File: config.mk
export PLATFORM = sky130hd
export DESIGN_NAME = uart_rx_core
export DESIGN_NICKNAME = d
export VERILOG_FILES = /design/src/rtl/uart_rx_core.sv
export SDC_FILE = /design/constraint.sdc
export NUM_CORES = 1
export LEC_CHECK = 0
export CORE_ASPECT_RATIO = 2
export CORE_MARGIN = 2
export CORE_UTILIZATION = 51
export DETAILED_ROUTE_END_ITERATION = 7
export PLACE_DENSITY = 0.74
export SLEW_MARGIN = 20
export SYNTH_ARGS = -nofsm -noshare
export SYNTH_HDL_FRONTEND = slang
export SYNTH_SLANG_ARGS = --single-unit
File: constraint.sdc
create_clock -name sys_clk -period 1.7 [get_ports sys_clk]
set_input_delay 0.17 -clock sys_clk [delete_from_list [all_inputs] [get_ports sys_clk]]
set_output_delay 0.17 -clock sys_clk [all_outputs]
set_load 0.02 [all_outputs]
File: src/rtl/uart_rx_core.sv
// UART receiver: 2-flop synchronized rx, oversampled with 3-sample majority per bit,
// stop-bit check, and a one-entry output register with so/ro handshake.
module uart_rx_core #(
    parameter int unsigned SYS_CLK_FREQ = 200_000_000,
    parameter int unsigned BAUD_RATE    = 19200,
    parameter int unsigned FRAME_WIDTH  = 8,
    parameter int unsigned OVERSAMPLE   = 16
) (
    input  logic                   sys_clk,
    input  logic                   reset,
    input  logic                   rx,
    output logic [0:FRAME_WIDTH-1] dout,
    output logic                   so,
    input  logic                   ro,
    output logic                   frame_err,
    output logic                   overrun,
    output logic                   busy
);

    localparam int unsigned DIV   = SYS_CLK_FREQ / (BAUD_RATE * OVERSAMPLE);
    localparam int unsigned DIV_W = (DIV > 1) ? $clog2(DIV) : 1;
    localparam int unsigned S_W   = $clog2(OVERSAMPLE);
    localparam int unsigned MID   = OVERSAMPLE / 2;
    localparam int unsigned BC_W  = $clog2(FRAME_WIDTH + 1);

    typedef enum logic [1:0] {StIdle, StStart, StData, StStop} state_t;

    state_t                 state_q, state_d;
    logic                   rx_meta, rx_sync, rx_prev;
    logic [DIV_W-1:0]       div_cnt;
    logic [S_W-1:0]         s_cnt;
    logic [1:0]             smp;
    logic [BC_W-1:0]        bit_cnt;
    logic [FRAME_WIDTH-1:0] shift_reg;
    logic                   deliver;

    logic fell, tick, decide, bit_end, bit_val;
    logic start_frame, shift_en, stop_ok, stop_bad;

    assign fell    = rx_prev & ~rx_sync;
    assign tick    = (div_cnt == DIV_W'(DIV - 1));
    assign decide  = tick && (s_cnt == S_W'(MID + 1));
    assign bit_end = tick && (s_cnt == S_W'(OVERSAMPLE - 1));
    // Third vote is the live sample taken on the decision tick itself.
    assign bit_val = (smp[0] & smp[1]) | (smp[0] & rx_sync) | (smp[1] & rx_sync);
    assign busy    = (state_q != StIdle);

    always_comb begin
        state_d     = state_q;
        start_frame = 1'b0;
        shift_en    = 1'b0;
        stop_ok     = 1'b0;
        stop_bad    = 1'b0;
        unique case (state_q)
            StIdle: begin
                if (fell) begin
                    state_d     = StStart;
                    start_frame = 1'b1;
                end
            end
            StStart: begin
                if (decide && bit_val) begin
                    state_d = StIdle;
                end else if (bit_end) begin
                    state_d = StData;
                end
            end
            StData: begin
                shift_en = decide;
                if (bit_end && (bit_cnt == BC_W'(FRAME_WIDTH))) begin
                    state_d = StStop;
                end
            end
            StStop: begin
                if (decide) begin
                    state_d  = StIdle;
                    stop_ok  = bit_val;
                    stop_bad = ~bit_val;
                end
            end
            default: state_d = StIdle;
        endcase
    end

    always_ff @(posedge sys_clk) begin
        if (reset) begin
            state_q   <= StIdle;
            rx_meta   <= 1'b1;
            rx_sync   <= 1'b1;
            rx_prev   <= 1'b1;
            div_cnt   <= '0;
            s_cnt     <= '0;
            smp       <= '0;
            bit_cnt   <= '0;
            shift_reg <= '0;
            deliver   <= 1'b0;
            dout      <= '0;
            so        <= 1'b0;
            frame_err <= 1'b0;
            overrun   <= 1'b0;
        end else begin
            state_q <= state_d;
            rx_meta <= rx;
            rx_sync <= rx_meta;
            rx_prev <= rx_sync;

            // Divider restarts on the start edge so ticks are phase-aligned to the frame.
            if (start_frame || tick) begin
                div_cnt <= '0;
            end else begin
                div_cnt <= div_cnt + 1'b1;
            end

            if (start_frame) begin
                s_cnt <= '0;
            end else if (tick && busy) begin
                s_cnt <= (s_cnt == S_W'(OVERSAMPLE - 1)) ? '0 : s_cnt + 1'b1;
            end

            if (tick && (s_cnt == S_W'(MID - 1))) smp[0] <= rx_sync;
            if (tick && (s_cnt == S_W'(MID)))     smp[1] <= rx_sync;

            if (start_frame) begin
                bit_cnt <= '0;
            end else if (shift_en) begin
                bit_cnt <= bit_cnt + 1'b1;
            end

            // LSB arrives first, so after FRAME_WIDTH shifts it sits in bit 0.
            if (shift_en) shift_reg <= {bit_val, shift_reg[FRAME_WIDTH-1:1]};

            deliver   <= stop_ok;
            frame_err <= stop_bad;
            overrun   <= deliver && so && !ro;

            if (deliver && (!so || ro)) begin
                so   <= 1'b1;
                dout <= shift_reg;
            end else if (so && ro) begin
                so <= 1'b0;
            end
        end
    end

endmodule

=== Word level (Yosys, flattened, before mapping) ===
Index checks and enable logic that the tools add are counted.
Widths: inputs -> output; s select.

* Add/subtract/negate cells: 3
* $mul: 0
* Div/mod/pow operators: 0
* Magnitude comparators: 0
* Equality and inequality tests: 13
* Shift-type cells: 0
* Muxes and demuxes: 12
* Bitwise logic cells: 10
* Reductions and logical operators: 22

{| class="wikitable"
|+ Operator list
! operator !! number
|-
| $eq 4x4->1 const B || 4
|-
| $logic_and 1x1->1 || 11
|-
| $add 10x1->10 const B || 1
|-
| $eq 10x10->1 const B || 1
|-
| $mux 2 || 5
|-
| $add 4x1->4 const B || 2
|-
| $pmux 2 s4 || 1
|-
| $ne 2x2->1 const B || 3
|-
| $mux 1 || 5
|-
| $and 1x1->1 || 4
|-
| $eq 2x2->1 const B || 2
|-
| $eq 4x3->1 const B || 1
|-
| $mux 4 || 1
|-
| $not 1->1 || 4
|-
| $reduce_and 4->1 || 1
|-
| $reduce_bool 2->1 || 2
|-
| $reduce_or 2->1 || 2
|-
| $ne 3x3->1 const B || 1
|-
| $reduce_or 3->1 || 1
|-
| $eq 2x1->1 const B || 1
|-
| $logic_not 1->1 || 2
|-
| $logic_not 2->1 || 1
|-
| $logic_or 1x1->1 || 2
|-
| $or 1x1->1 || 2
|}

* Register bits after elaboration: 45
* Latch bits: 0
* Bits in writable memories: 0
* ROM bits: 0
* Input port bits: 4
* Output and inout port bits: 12
* Logic and storage cells: 75
* Memories kept: 0

=== Depth between registers and ports, before layout ===
* Depth in word-level cells: 6
* Mapped depth: 7

=== Least setup slack after synthesis ===
Ideal clock, no wire load.

* Path kind: register -> register
* Start point: reg div_cnt[5]
* End point: reg shift_reg[7]
* Setup time: 0.128 ns
* Data arrival time: 1.669 ns
* Required time: 1.572 ns
* Setup slack: -0.097 ns
* Cell stages (with the launch flop): 6
* Buffers on the path: 1
* Period minus slack after synthesis: 1.797 ns
* Path through: dfxtp_1 -> or4b_4 -> nor4_4 -> buf_6 -> mux2i_1 -> nor2_1

* Word-level cells in the longest chain between the ends: 3

{| class="wikitable"
|+ RTL lines
! what !! line !! RTL
|-
| from (decl) || 30 || <nowiki>logic [DIV_W-1:0] div_cnt;</nowiki>
|-
| from (signal assigned) || 111 || <nowiki>div_cnt <= div_cnt + 1'b1;</nowiki>
|-
| $eq 10x10->1 || 41 || <nowiki>assign tick = (div_cnt == DIV_W'(DIV - 1));</nowiki>
|-
| $logic_and 1x1->1 || 42 || <nowiki>assign decide = tick && (s_cnt == S_W'(MID + 1));</nowiki>
|-
| $mux 1 || 54 || <nowiki>unique case (state_q)</nowiki>
|-
| to (signal assigned) || 130 || <nowiki>if (shift_en) shift_reg <= {bit_val, shift_reg[FRAME_WIDTH-1:1]};</nowiki>
|-
| to (decl) || 34 || <nowiki>logic [FRAME_WIDTH-1:0] shift_reg;</nowiki>
|}

No other way between the ends.
A chain may end at the register's enable or synchronous reset.

=== Final worst setup path ===
* Start point: reg s_cnt[1]
* End point: reg shift_reg[1]

* Word-level cells in the longest chain between the ends: 3

{| class="wikitable"
|+ RTL lines
! what !! line !! RTL
|-
| from (decl) || 31 || <nowiki>logic [S_W-1:0] s_cnt;</nowiki>
|-
| from (signal assigned) || 117 || <nowiki>s_cnt <= (s_cnt == S_W'(OVERSAMPLE - 1)) ? '0 : s_cnt + 1'b1;</nowiki>
|-
| $eq 4x4->1 || 42 ||
|-
| $logic_and 1x1->1 || 42 ||
|-
| $mux 1 || 54 ||
|}

No other way between the ends.

==> run summary <==
Violated checks = negative setup slack
Antenna diodes = 0
Routed vias = 1598
RSZ-0062 raised after global routing = true
Synth cell types = 41
Seq cells post-synth = 45
Worst Skew = 0.00670 ns
CTS tree = built
Initial DRC Count = 35
R2r setup slk = -0.09 ns
Post-CTS Hold Buffers = 0
Synth-to-Final Area Change = 33.1%
Synth top area cells = dfxtp_1 46%, mux2i_1 12%, nor2_1 7.8%
Power, Total = 1.97 mW
Fmax achieved = 560 MHz
CP cell instances = inv_2 -> ha_4 -> or3b_4 -> nor4_4 -> buf_12 -> mux2i_1 -> nor2_1
Max FFs per register = 10
Number of synthesized flops with an enable pin = 0
WP data required = 1.90 ns
Initial core utilization = 52.0%
GR Overflow Total = 0
Slew HR = 77.6%
Crit path setup slack, layout = -0.0865 ns
Share of layout cells above drive strength 1 = 28.3%
Max Buffers Root-to-Sink = 2
Final setup TNS = -0.601 ns
Top FF cell, synth = dfxtp_1
Initial antenna violation count = 0
IO Pins = 16
YS warnings = 0
Period minus WS final = 1.79 ns
Synthesized area per cell = 9.51 um^2
Die ar. = 0.00442 mm^2
Crit. End Element = flip-flop
CP bufs+invs = 2
Fillers = 312
Clock Latency Late Sink = 0.30 ns
Status = finished, violations left
Die Span X = 48.0 um
Vias per cell = 5.24
First-pass GRT wire length = 7030 um
Row count = 32
CP max FO = 12
Root Driver = clkbuf_8
Placed inst area = 0.00240 mm^2
Mapped Cells = 208
Routed Antenna Nets = 0
Final hold vios = 0
Clock sink count = 45
Share of the synthesized area in the top cell type = 45.5%
Slowest cell on the critical path = or3b_4
Hpwl dp = 3140 um
Max Cap Viol = 0
Synthesized area = 0.00198 mm^2
Final setup fails = 14
Gpl congestion = 0.773
Actual slew at the worst max-slew pin = 0.336 ns
Pre-antenna DRT Iters = 5
Area leader, netlist = dfxtp_1
Final instance area = 0.00263 mm^2
# nets final = 264
Worst hold path class = flip-flop to flip-flop
Post-Syn Nets = 219
Pin count of the biggest net entering global routing = 16
Gr usage total = 21.8%
WL/cell = 13.7 um
Sequential area share after synthesis = 45.5%
Power per standard cell area = 749 mW/mm^2
CTS Buf Count = 5
Setup CP Type = flip-flop to flip-flop
Core area = 0.00380 mm^2
Routed Wire Length = 4170 um
Htree depth = 2
CP arrival = 1.98 ns
Vert. Die Dim = 92.1 um
Max IR drop VDD = 0.701 mV
Max stage delay on crit path = 0.38 ns
Clock-pin slew on the worst setup and hold paths = 0.09 ns
Area of the multi-input gates = 0.00111 mm^2
FF+latch area = 910 um^2
Hold slack = 0.421 ns
Slew Viols, Final = 0
Port Buffers = 15
Leak Pwr = 1.06 nW
Vias in the first global route = 1615
Period utilisation layout = 105%
Kind of cell adding the most delay to the critical path = simple AND/OR/NAND/NOR gates
Crit path launch type = flip-flop
Post-synthesis async set-or-reset flop share = 0%
DRC = 0
-- placed cells by master, fill, tap and decap left out, types with 2 or more instances in the layout --
master,instances
nand2_1,11
nor2_1,40
nand3_1,4
or4b_4,2
or3_1,3
nand3_2,2
dfxtp_1,38
nor3_1,2
buf_6,2
nor4_4,3
buf_4,27
clkbuf_8,5
nor2b_1,3
dfxtp_2,7
nand4_1,3
xor2_1,2
or2_2,4
clkdlybuf4s50_1,15
ha_1,4
xnor2_1,7
or3b_4,2
ha_4,2
mux2i_1,23
inv_1,11
a21oi_1,2
-- power breakdown --
part / leakage (nW) / internal [mW] / switching, mW
Combinational: 0.634 / 0.0423 / 0.0475
Clock: 0.0585 / 0.441 / 0.373
Sequential: 0.367 / 1.06 / 0.00745
-- worst paths after layout --
| check | startpoint | endpoint | cells after the start |
|---|---|---|---|
| setup / recovery | s_cnt[1] | shift_reg[1] | 7 |
| hold / removal | rx_meta | rx_sync | 1 |
| setup reg to reg | s_cnt[1] | shift_reg[1] | 7 |
| hold reg to reg | rx_meta | rx_sync | 1 |
-- stage by stage --
step                setup WS [ns]  utilization (%)  instances
floorplan                 -0.0417                -        208
global placement           -0.131             63.1        295
detailed placement         -0.128             63.1        295
CTS                        -0.116             67.1        303
global route               -0.178             69.2        305
finish                    -0.0865             69.2        305
-- kinds of logic after synthesis --
logic type,count (synthesis),share of synthesized area [%]
compound gates,14,5.50
xor+xnor,9,3.99
fa+ha+maj,8,4.93
buf+inv,19,3.98
flops,45,45.5
mux,23,11.6
simple gates,90,24.4
-- routing by layer --
| metal | share of wire [%] | GRT usage, % | vias up |
|---|---|---|---|
| li1 | - | - | 800 |
| met1 | 37 | 21.8 | 766 |
| met2 | 58 | 39.8 | 22 |
| met3 | 1.9 | 3.54 | 10 |
| met4 | 2.9 | 9.46 | 0 |
| met5 | 0 | 0 | - |
-- synth_stat cells (all sizes together) (2+ instances only) --
cell,count
dfxtp,45
nor2,41
mux2i,23
inv,12
nand2,12
ha,7
xnor2,7
clkbuf,6
nand3,6
nor4,4
or2,4
a21oi,3
nand4,3
nor2b,3
or3,3
nor3,2
nor4b,2
o31ai,2
or3b,2
or4b,2
xor2,2
-- final cells by class --
cell class              instances  share of cell area (%)
flip-flops and latches         45                    34.5
clock buffers                   5                    2.61
repair buffers                 45                    15.0
inverters                      12                    1.71
clock inverters                 3                    1.66
multi-input cells             144                    42.0
well taps                      51                    2.42
-- what timing repair did --
action,4_1_cts,5_1_grt
setup endpoints to repair,19,22
resized for setup,10,15
pin swaps,2,6
cloned,0,0
buffers inserted,0,2
(Power assumes the default switching activity.)
